==> src/rtl/pc_sequencer.sv <==
// -----------------------------------------------------------------------------
// pc_sequencer
//
// Program-counter sequencer for a simple in-order fetch front end. Each
// advance moves the PC to the next sequential word, to a JAL/branch target
// (pc + offset) or to a JALR target ((rs1 + offset) with bit 0 cleared). When
// a sequential advance happens at HALT_ADDR, the sequencer enters HALT. It
// stays there until reset.
//
// An advance happens on a rising edge when all of these hold: the state is
// RUN, fetch_ready is high and stall is low. The control inputs are only
// looked at in that cycle.
//
// Optional feature (macro PC_MISALIGN_TRAP_EN):
//   defined   - a redirect target that is not word aligned sends the PC to
//               TRAP_VECTOR. trap pulses high for one cycle and trap_pc
//               captures the faulting target.
//   undefined - redirect targets are forced to word alignment. The trap and
//               trap_pc ports are not present.
//
// Ports
//   clk          in   clock, rising edge
//   rst_n        in   asynchronous active-low reset
//   target_sel   in   2  00 seq/branch, 01 pc+offset, 10 rs1+offset, 11 = 00
//   branch_taken in   1  conditional branch resolved taken
//   offset       in   XLEN sign-extended immediate
//   rs1_data     in   XLEN JALR base register
//   stall        in   1  pipeline hold (dominates fetch_ready)
//   fetch_ready  in   1  fetch accepts the current pc
//   pc           out  XLEN registered current PC
//   pc_valid     out  1  pc offered to fetch (RUN only)
//   halted       out  1  sequencer in HALT
//   trap         out  1  misalign pulse        (PC_MISALIGN_TRAP_EN only)
//   trap_pc      out  XLEN faulting target     (PC_MISALIGN_TRAP_EN only)
// -----------------------------------------------------------------------------
module pc_sequencer #(
   parameter int unsigned     XLEN         = 32,
   parameter logic [XLEN-1:0] RESET_VECTOR = 32'h0,
   parameter logic [XLEN-1:0] HALT_ADDR    = 32'h94,
   parameter logic [XLEN-1:0] TRAP_VECTOR  = 32'h100
) (
   input  logic            clk,
   input  logic            rst_n,
   input  logic [1:0]      target_sel,
   input  logic            branch_taken,
   input  logic [XLEN-1:0] offset,
   input  logic [XLEN-1:0] rs1_data,
   input  logic            stall,
   input  logic            fetch_ready,
   output logic [XLEN-1:0] pc,
   output logic            pc_valid,
   output logic            halted
`ifdef PC_MISALIGN_TRAP_EN
   ,
   output logic            trap,
   output logic [XLEN-1:0] trap_pc
`endif
);

   typedef enum logic {
      RUN  = 1'b0,
      HALT = 1'b1
   } state_t;

   state_t            state_q, state_d;
   logic [XLEN-1:0]   pc_q, pc_d;
   logic              advance;
   logic              redirect;
   logic [XLEN-1:0]   raw_target;

`ifdef PC_MISALIGN_TRAP_EN
   logic              trap_q, trap_d;
   logic [XLEN-1:0]   trap_pc_q, trap_pc_d;
   logic              misalign;
`endif

   // JALR drops bit 0 of the computed address.
   function automatic logic [XLEN-1:0] clear_lsb(input logic [XLEN-1:0] a);
      return a & ~XLEN'(1);
   endfunction

   // Force a target onto a word boundary.
   function automatic logic [XLEN-1:0] word_align(input logic [XLEN-1:0] a);
      return a & ~XLEN'(3);
   endfunction

   // pc_valid is decoded from registered state, so checking RUN is enough here.
   assign advance = (state_q == RUN) && fetch_ready && !stall;

   // ---- state register -------------------------------------------------------
   always_ff @(posedge clk or negedge rst_n) begin
      if (!rst_n) begin
         state_q   <= RUN;
         pc_q      <= RESET_VECTOR;
`ifdef PC_MISALIGN_TRAP_EN
         trap_q    <= 1'b0;
         trap_pc_q <= '0;
`endif
      end else begin
         state_q   <= state_d;
         pc_q      <= pc_d;
`ifdef PC_MISALIGN_TRAP_EN
         trap_q    <= trap_d;
         trap_pc_q <= trap_pc_d;
`endif
      end
   end

   // ---- next-state / next-pc -------------------------------------------------
   always_comb begin
      state_d    = state_q;
      pc_d       = pc_q;
      redirect   = 1'b0;
      raw_target = pc_q + offset;
`ifdef PC_MISALIGN_TRAP_EN
      misalign   = 1'b0;
      trap_d     = 1'b0;
      trap_pc_d  = trap_pc_q;
`endif
      if (advance) begin
         case (target_sel)
            2'b01: redirect = 1'b1;
            2'b10: begin
               redirect   = 1'b1;
               raw_target = clear_lsb(rs1_data + offset);
            end
            default: redirect = branch_taken;
         endcase

         // A jump or a taken branch overrides the halt check.
         if (redirect) begin
`ifdef PC_MISALIGN_TRAP_EN
            misalign = (raw_target[1:0] != 2'b00);
            if (misalign) begin
               pc_d      = TRAP_VECTOR;
               trap_d    = 1'b1;
               trap_pc_d = raw_target;
            end else begin
               pc_d = raw_target;
            end
`else
            pc_d = word_align(raw_target);
`endif
         end else if (pc_q == HALT_ADDR) begin
            state_d = HALT;
         end else begin
            pc_d = pc_q + XLEN'(4);
         end
      end
   end

   // ---- outputs --------------------------------------------------------------
   always_comb begin
      pc       = pc_q;
      pc_valid = (state_q == RUN);
      halted   = (state_q == HALT);
`ifdef PC_MISALIGN_TRAP_EN
      trap     = trap_q;
      trap_pc  = trap_pc_q;
`endif
   end

endmodule

==> config.mk <==
export PLATFORM = sky130hd
export DESIGN_NAME = pc_sequencer
export DESIGN_NICKNAME = d
export VERILOG_FILES = /design/src/rtl/pc_sequencer.sv
export SDC_FILE = /design/constraint.sdc
export NUM_CORES = 1
export LEC_CHECK = 0
export CORE_ASPECT_RATIO = 0.75
export CORE_MARGIN = 10
export CORE_UTILIZATION = 48
export DETAILED_ROUTE_END_ITERATION = 12
export PLACE_DENSITY = 0.85
export SLEW_MARGIN = 40
export SYNTH_ARGS = -nofsm -noshare
export SYNTH_HDL_FRONTEND = slang
export SYNTH_SLANG_ARGS = --single-unit
==> constraint.sdc <==
create_clock -name clk -period 2.5 [get_ports clk]
set_input_delay 0.375 -clock clk [delete_from_list [all_inputs] [get_ports clk]]
set_output_delay 0.375 -clock clk [all_outputs]
set_load 0.03 [all_outputs]
==> After elaboration in Yosys (flattened, before gate mapping) <==
Index checks and enable logic that the tools add are counted.
Widths: inputs -> output; s select.
{ "totals": {"inputBits": 71, "reg_bits": 33, "out_inout_bits": 34, "mem_bits_rw": 0, "n_memories": 0, "rom_bits": 0, "elab_cells": 22, "latchBits": 0} }
{ "op_classes": {"eq_ne": 4, "bitwise_logic": 2, "n_reduce_logical": 6, "mux": 5, "div": 0, "add_sub_neg": 3, "shift": 0, "magnitude_cmp": 0, "n_mul": 0} }
{ "op_table": {"columns": ["operator", "n"], "rows": [
  ["$mux 32", 3],
  ["$add 32x32->32", 2],
  ["$add 32x3->32 const B", 1],
  ["$eq 32x8->1 const B", 1],
  ["$reduce_and 3->1", 1],
  ["$eq 2x1->1 const B", 1],
  ["$eq 2x2->1 const B", 1],
  ["$logic_and 1x1->1", 2],
  ["$mux 1", 2],
  ["$ne 2x1->1 const B", 1],
  ["$not 1->1", 2],
  ["$reduce_and 2->1", 1],
  ["$reduce_or 2->1", 1],
  ["$logic_not 1->1", 1]
]} }

==> Depth between registers and ports, before layout <==
{ "logic_depth": {"depth_word": 6, "depth_mapped": 11} }

==> Least setup slack after synthesis <==
Ideal clock, no wire load.
{ "synth_timing": {"kind": "register -> register", "start": "reg pc_q[3] (netlist: pc[3])", "end": "reg pc_q[27] (netlist: pc[27])", "path_stages_with_launch": 10, "setup_slack_ns": -0.248, "arrival_time_ns": 2.644, "path_buffers": 0, "path_cell_list": "dfrtp_1 ha_1 a211oi_1 o21ai_1 a221o_1 a211oi_2 o21ai_0 a21oi_1 xor2_1 a221oi_1"} }
{ "synth_between": {"elab_chain_len": 3, "elab_cells_between_ends": 8, "cone_classes": "add/sub (2); eq/ne (2); mux (3); reduce/logical (1)"} }
{ "synth_lines": {"columns": ["item", "line_no", "source"], "rows": [
  ["start, declared", "66", "logic [XLEN-1:0] pc_q, pc_d;"],
  ["start signal, assigned", "101", "pc_q <= pc_d;"],
  ["$add 32x3->32 (tied with other cells)", "147", "pc_d = pc_q + XLEN'(4);"],
  ["$mux 32 (tied with other cells)", "144", "end else if (pc_q == HALT_ADDR) begin"],
  ["$mux 32 or $reduce_and 2->1 (tied branches)", null, null]
]} }
Parallel ways exist; a longest one is shown, timed or not. The select of a mux whose other input is x is not followed.
A chain may end at the register's enable or synchronous reset.

==> Final worst setup path <==
{ "layout_timing": {"start": "in offset[5]", "end": "reg pc_q[23] (netlist: pc[23])"} }
{ "layout_between": {"elab_chain_len": 3, "elab_cells_between_ends": 4, "cone_classes": "add/sub (2); mux (2)"} }
{ "layout_lines": {"columns": ["item", "line_no", "source"], "rows": [
  ["start, declared", "46", "input logic [XLEN-1:0] offset,"],
  ["$add 32x32->32 (on tied branches)", "114, 125", null],
  ["$mux 32 *", "121", "case (target_sel)"],
  ["$mux 32 *", "131", "if (redirect) begin"]
]} }
Every way passes the cells marked *; elsewhere a longest branch is shown, timed or not.

==> metrics.md <==
| Metric | Value |
|---|---|
| Status | `finished with violations` |
| Violated checks | `negative setup slack` |
| Cells after synthesis | `between 600 and 700` |
| Top FF cell, synth | `dfrtp_1` |
| Initial core utilization | `49.4%` |
| Synth-to-Final Area Change | `72.6%` |
| Nets@finish | `approximately 1.0k` |
| Insertion delay to the later sink of the worst-skew pair | `around 0.29 ns` |
| Worst-path clk slew | `0.06 ns` |
| Total Wirelength | `~26,000 microns` |
| CTS tree | `yes` |
| Vias | `7,119` |
| DPL Wire Length | `between 15,000 and 20,000 microns` |
| Largest family of logic cells by synthesized area | `compound AO/OA/AOI/OAI gates` |
| CTS max path bufs | `2` |
| VDD IR max | `a little under 300 uV` |
| Crit path kind | `in -> reg` |
| Initial antenna violation count | `0` |
| Final Hold Fails | `0` |
| Clock sink count | `31` |
| Pleak | `between 3 and 4 nW` |
| Grt total ovfl | `0` |
| Router iterations before antenna repair | `9` |
| Max_slew headroom | `63.0%` |
| Final ANT Viol Nets | `0` |
| Slew of the pin with the lowest slew margin | `0.551 ns` |
| Final Instance Area | `between 8000 and 9000 sq um` |
| CTS root buffer | `clkbuf_16` |
| Final Max Tran Viols | `0` |
| Synth Area in Simple Gates | `between 20% and 30%` |
| Final Skew | `0.0100 ns` |
| Endpoints failing setup | `17` |
| Met1 Wirelength | `8690 microns` |
| Vias in the first global route | `7,150` |
| Number of DRC markers in iteration 0 | `around 1.5k` |
| Sequential fraction of the synthesis area | `around 16%` |
| Top cells by area, synth | `dfrtp_1 16%, ha_1 16%, a21oi_1 8.4%` |
| Post-synthesis mux area share | `less than 1%` |
| Yosys top cell by area | `dfrtp_1` |
| Synth Area in XOR/XNOR | `9.88%` |
| Die X | `between 100 and 150 microns` |
| Synth unique cells | `64` |
| Final min period | `2.81 ns` |
| # IOs | `around 110` |
| Req. time, crit path | `around 2.7 ns` |
| Vias/cell | `6.86` |
| DR top layer | `met4` |
| Synth Area in Compound Gates | `between 20% and 30%` |
| CP endpoint kind | `flip-flop` |
| Reg2Reg Depth | `12` |
| Worst hold slack | `about 0.52 ns` |
| H-tree depth | `2` |
| Num CTS Buffers | `5` |
| Cell Area, Placed | `between 7000 and 8000 sq um` |
| Fmax | `0.356 GHz` |
| Top cell type's share of synthesized area | `~16%` |
| Mapped Avg Cell Area | `~7.5 sq um` |
| Met3 wire len | `about 3300 microns` |
| Row count | `31` |
| Worst hold stages | `2` |
| Core box area | `between 9000 and 10,000 sq um` |
| Filler cells | `around 460` |
| Die H | `about 110 microns` |
| GP Congestion | `between 0.9 and 1` |
| Util after Layout | `a little under nine tenths` |
| Tot GR Track Use | `31.4%` |
| Full die area | `between 10,000 and 15,000 sq um` |
| Synth warnings | `0` |
| Residual DRC count | `0` |
| Mapped Area | `4790 sq um` |
| WL met2 | `around 11,000 microns` |
| Final setup margin | `-0.311 ns` |
| Crit path max fanout | `3` |
| Pwr dens | `390 nW/um^2` |
| Drt wl/cell | `roughly 25 microns` |
| RSZ-0062 raised after global routing | `true` |
| Number of max-cap violations | `0` |
| PortBufs | `roughly 100` |
| Fraction of layout cells with a size suffix above 1 | `between 30% and 40%` |
| R2R Setup Slk | `-0.25 ns` |
| Crit share post-route | `112%` |
| Largest net degree at the start of global routing | `32` |
| Crit path DAT | `2.98 ns` |
| CP Launch Type | `input port` |
| #FFs+latches synth | `31` |
| Adder-cell share of the synthesized area | `16.2%` |
| Post-synth EDFFs | `0` |
| Post-synth ARST share | `100%` |
| Global-route wire length before repair | `between 30,000 and 40,000 microns` |
| Worst Hold Class | `reg -> reg` |
-- critical path: stages --
cell and delay (ns):
dlygate4sd2_1 0.33, ha_4 0.33, nand4_1 0.12, a21oi_2 0.24, o21ai_4 0.12, buf_4 0.16
a21oi_1 0.26, nor2_4 0.08, a21oi_1 0.40, nor4b_1 0.15, a311oi_2 0.32, o21ai_1 0.09
-- placed cells by master (no fill, tap or decap), types with 20 or more instances in the layout --
cell type        instances
buf_4                  170
clkdlybuf4s50_1         65
a21oi_1                 60
nor2_1                  52
nand2_1                 50
ha_1                    31
ha_4                    29
o21ai_0                 28
xor2_1                  27
dlygate4sd2_1           26
xnor2_1                 23
nand4_1                 22
nand3_1                 21
dfrtp_1                 20
-- layer usage --
metal | global-route usage, % | vias up
met3 | 8.75 | 270
met1 | 35.5 | 3226
met5 | 0 | -
li1 | - | 2935
met2 | 52.7 | 688
met4 | 16.7 | 0
-- cell families (layout without fill, tap and decap cells) --
logic type / after synthesis / in the layout
compound gates: 225 / 225
xor+xnor: 54 / 54
fa+ha+maj: 62 / 62
buf+inv: 43 / 307
flops: 31 / 31
mux: 4 / 4
other cells: 1 / 3
simple gates: 220 / 220
-- synth_stat cells, drive strengths merged, types with 2 or more instances --
library cell,count
a221oi,4
a311o,2
buf,6
o22ai,7
o31ai,3
a31o,3
a22oi,2
clkbuf,19
o22a,2
nor3,13
and3,13
nand2b,2
nand2,52
nor4b,7
ha,62
inv,18
a311oi,4
o21bai,6
o311ai,2
nand4,22
nor2,61
a221o,2
nand3,23
xor2,28
dfrtp,31
nor2b,7
xnor2,26
o211ai,2
o41ai,3
a21oi,80
a211oi,11
mux2i,3
a31oi,8
nor4,10
o21ai,58
and2,3
o21a,4
a21o,16
nor3b,3
-- repair_timing --
action,in CTS,in global routing
hold buffers,0,0
pin swaps,64,41
cloned,0,0
setup endpoints to repair,24,25
gates resized for setup,138,76
buffers inserted,9,16
-- report_power, final --
part	switching (mW)	internal [mW]
sequential	0.0455	0.534
combinational	0.986	0.887
clock	0.272	0.497
-- metrics by stage --
stage | total power, mW | std cells | TNS [ns] | worst slack [ns]
after global placement | 1.97 | 1009 | -12.62 | -0.768
after global routing | 3.31 | 1037 | -3.79 | -0.557
after CTS | 2.92 | 1025 | -0.371 | -0.114
after detailed placement | 2.03 | 1009 | -14.95 | -0.814
final | 3.22 | 1038 | -2.09 | -0.311
after floorplan | 1.37 | 641 | -0.00851 | -0.00851
-- path summary, 6_finish.rpt --
check                      startpoint      to
min in group asynchronous       rst_n  pc[15]
max in group asynchronous       rst_n   pc[2]
min                            halted  halted
max                         offset[5]  pc[23]
min reg2reg                    halted  halted
max reg2reg                     pc[3]  pc[15]
-- sequential cells by signal (all words and copies together) (netlist names) --
signal and cells:
pc 30, halted 1
-- final cells by class --
type | instances | area (sq um) | share of cell area, %
Sequential cell | 31 | 790 | 9.56
Clock buffer | 6 | 139 | 1.68
Timing Repair Buffer | 281 | 2360 | 28.6
Multi-Input combinational cell | 567 | 4700 | 56.9
Clock inverter | 2 | 35.0 | 0.424
Antenna cell | 1 | 2.50 | 0.0303
Inverter | 18 | 67.6 | 0.818
Tap cell | 132 | 165 | 2.00
(Power assumes the default switching activity.)
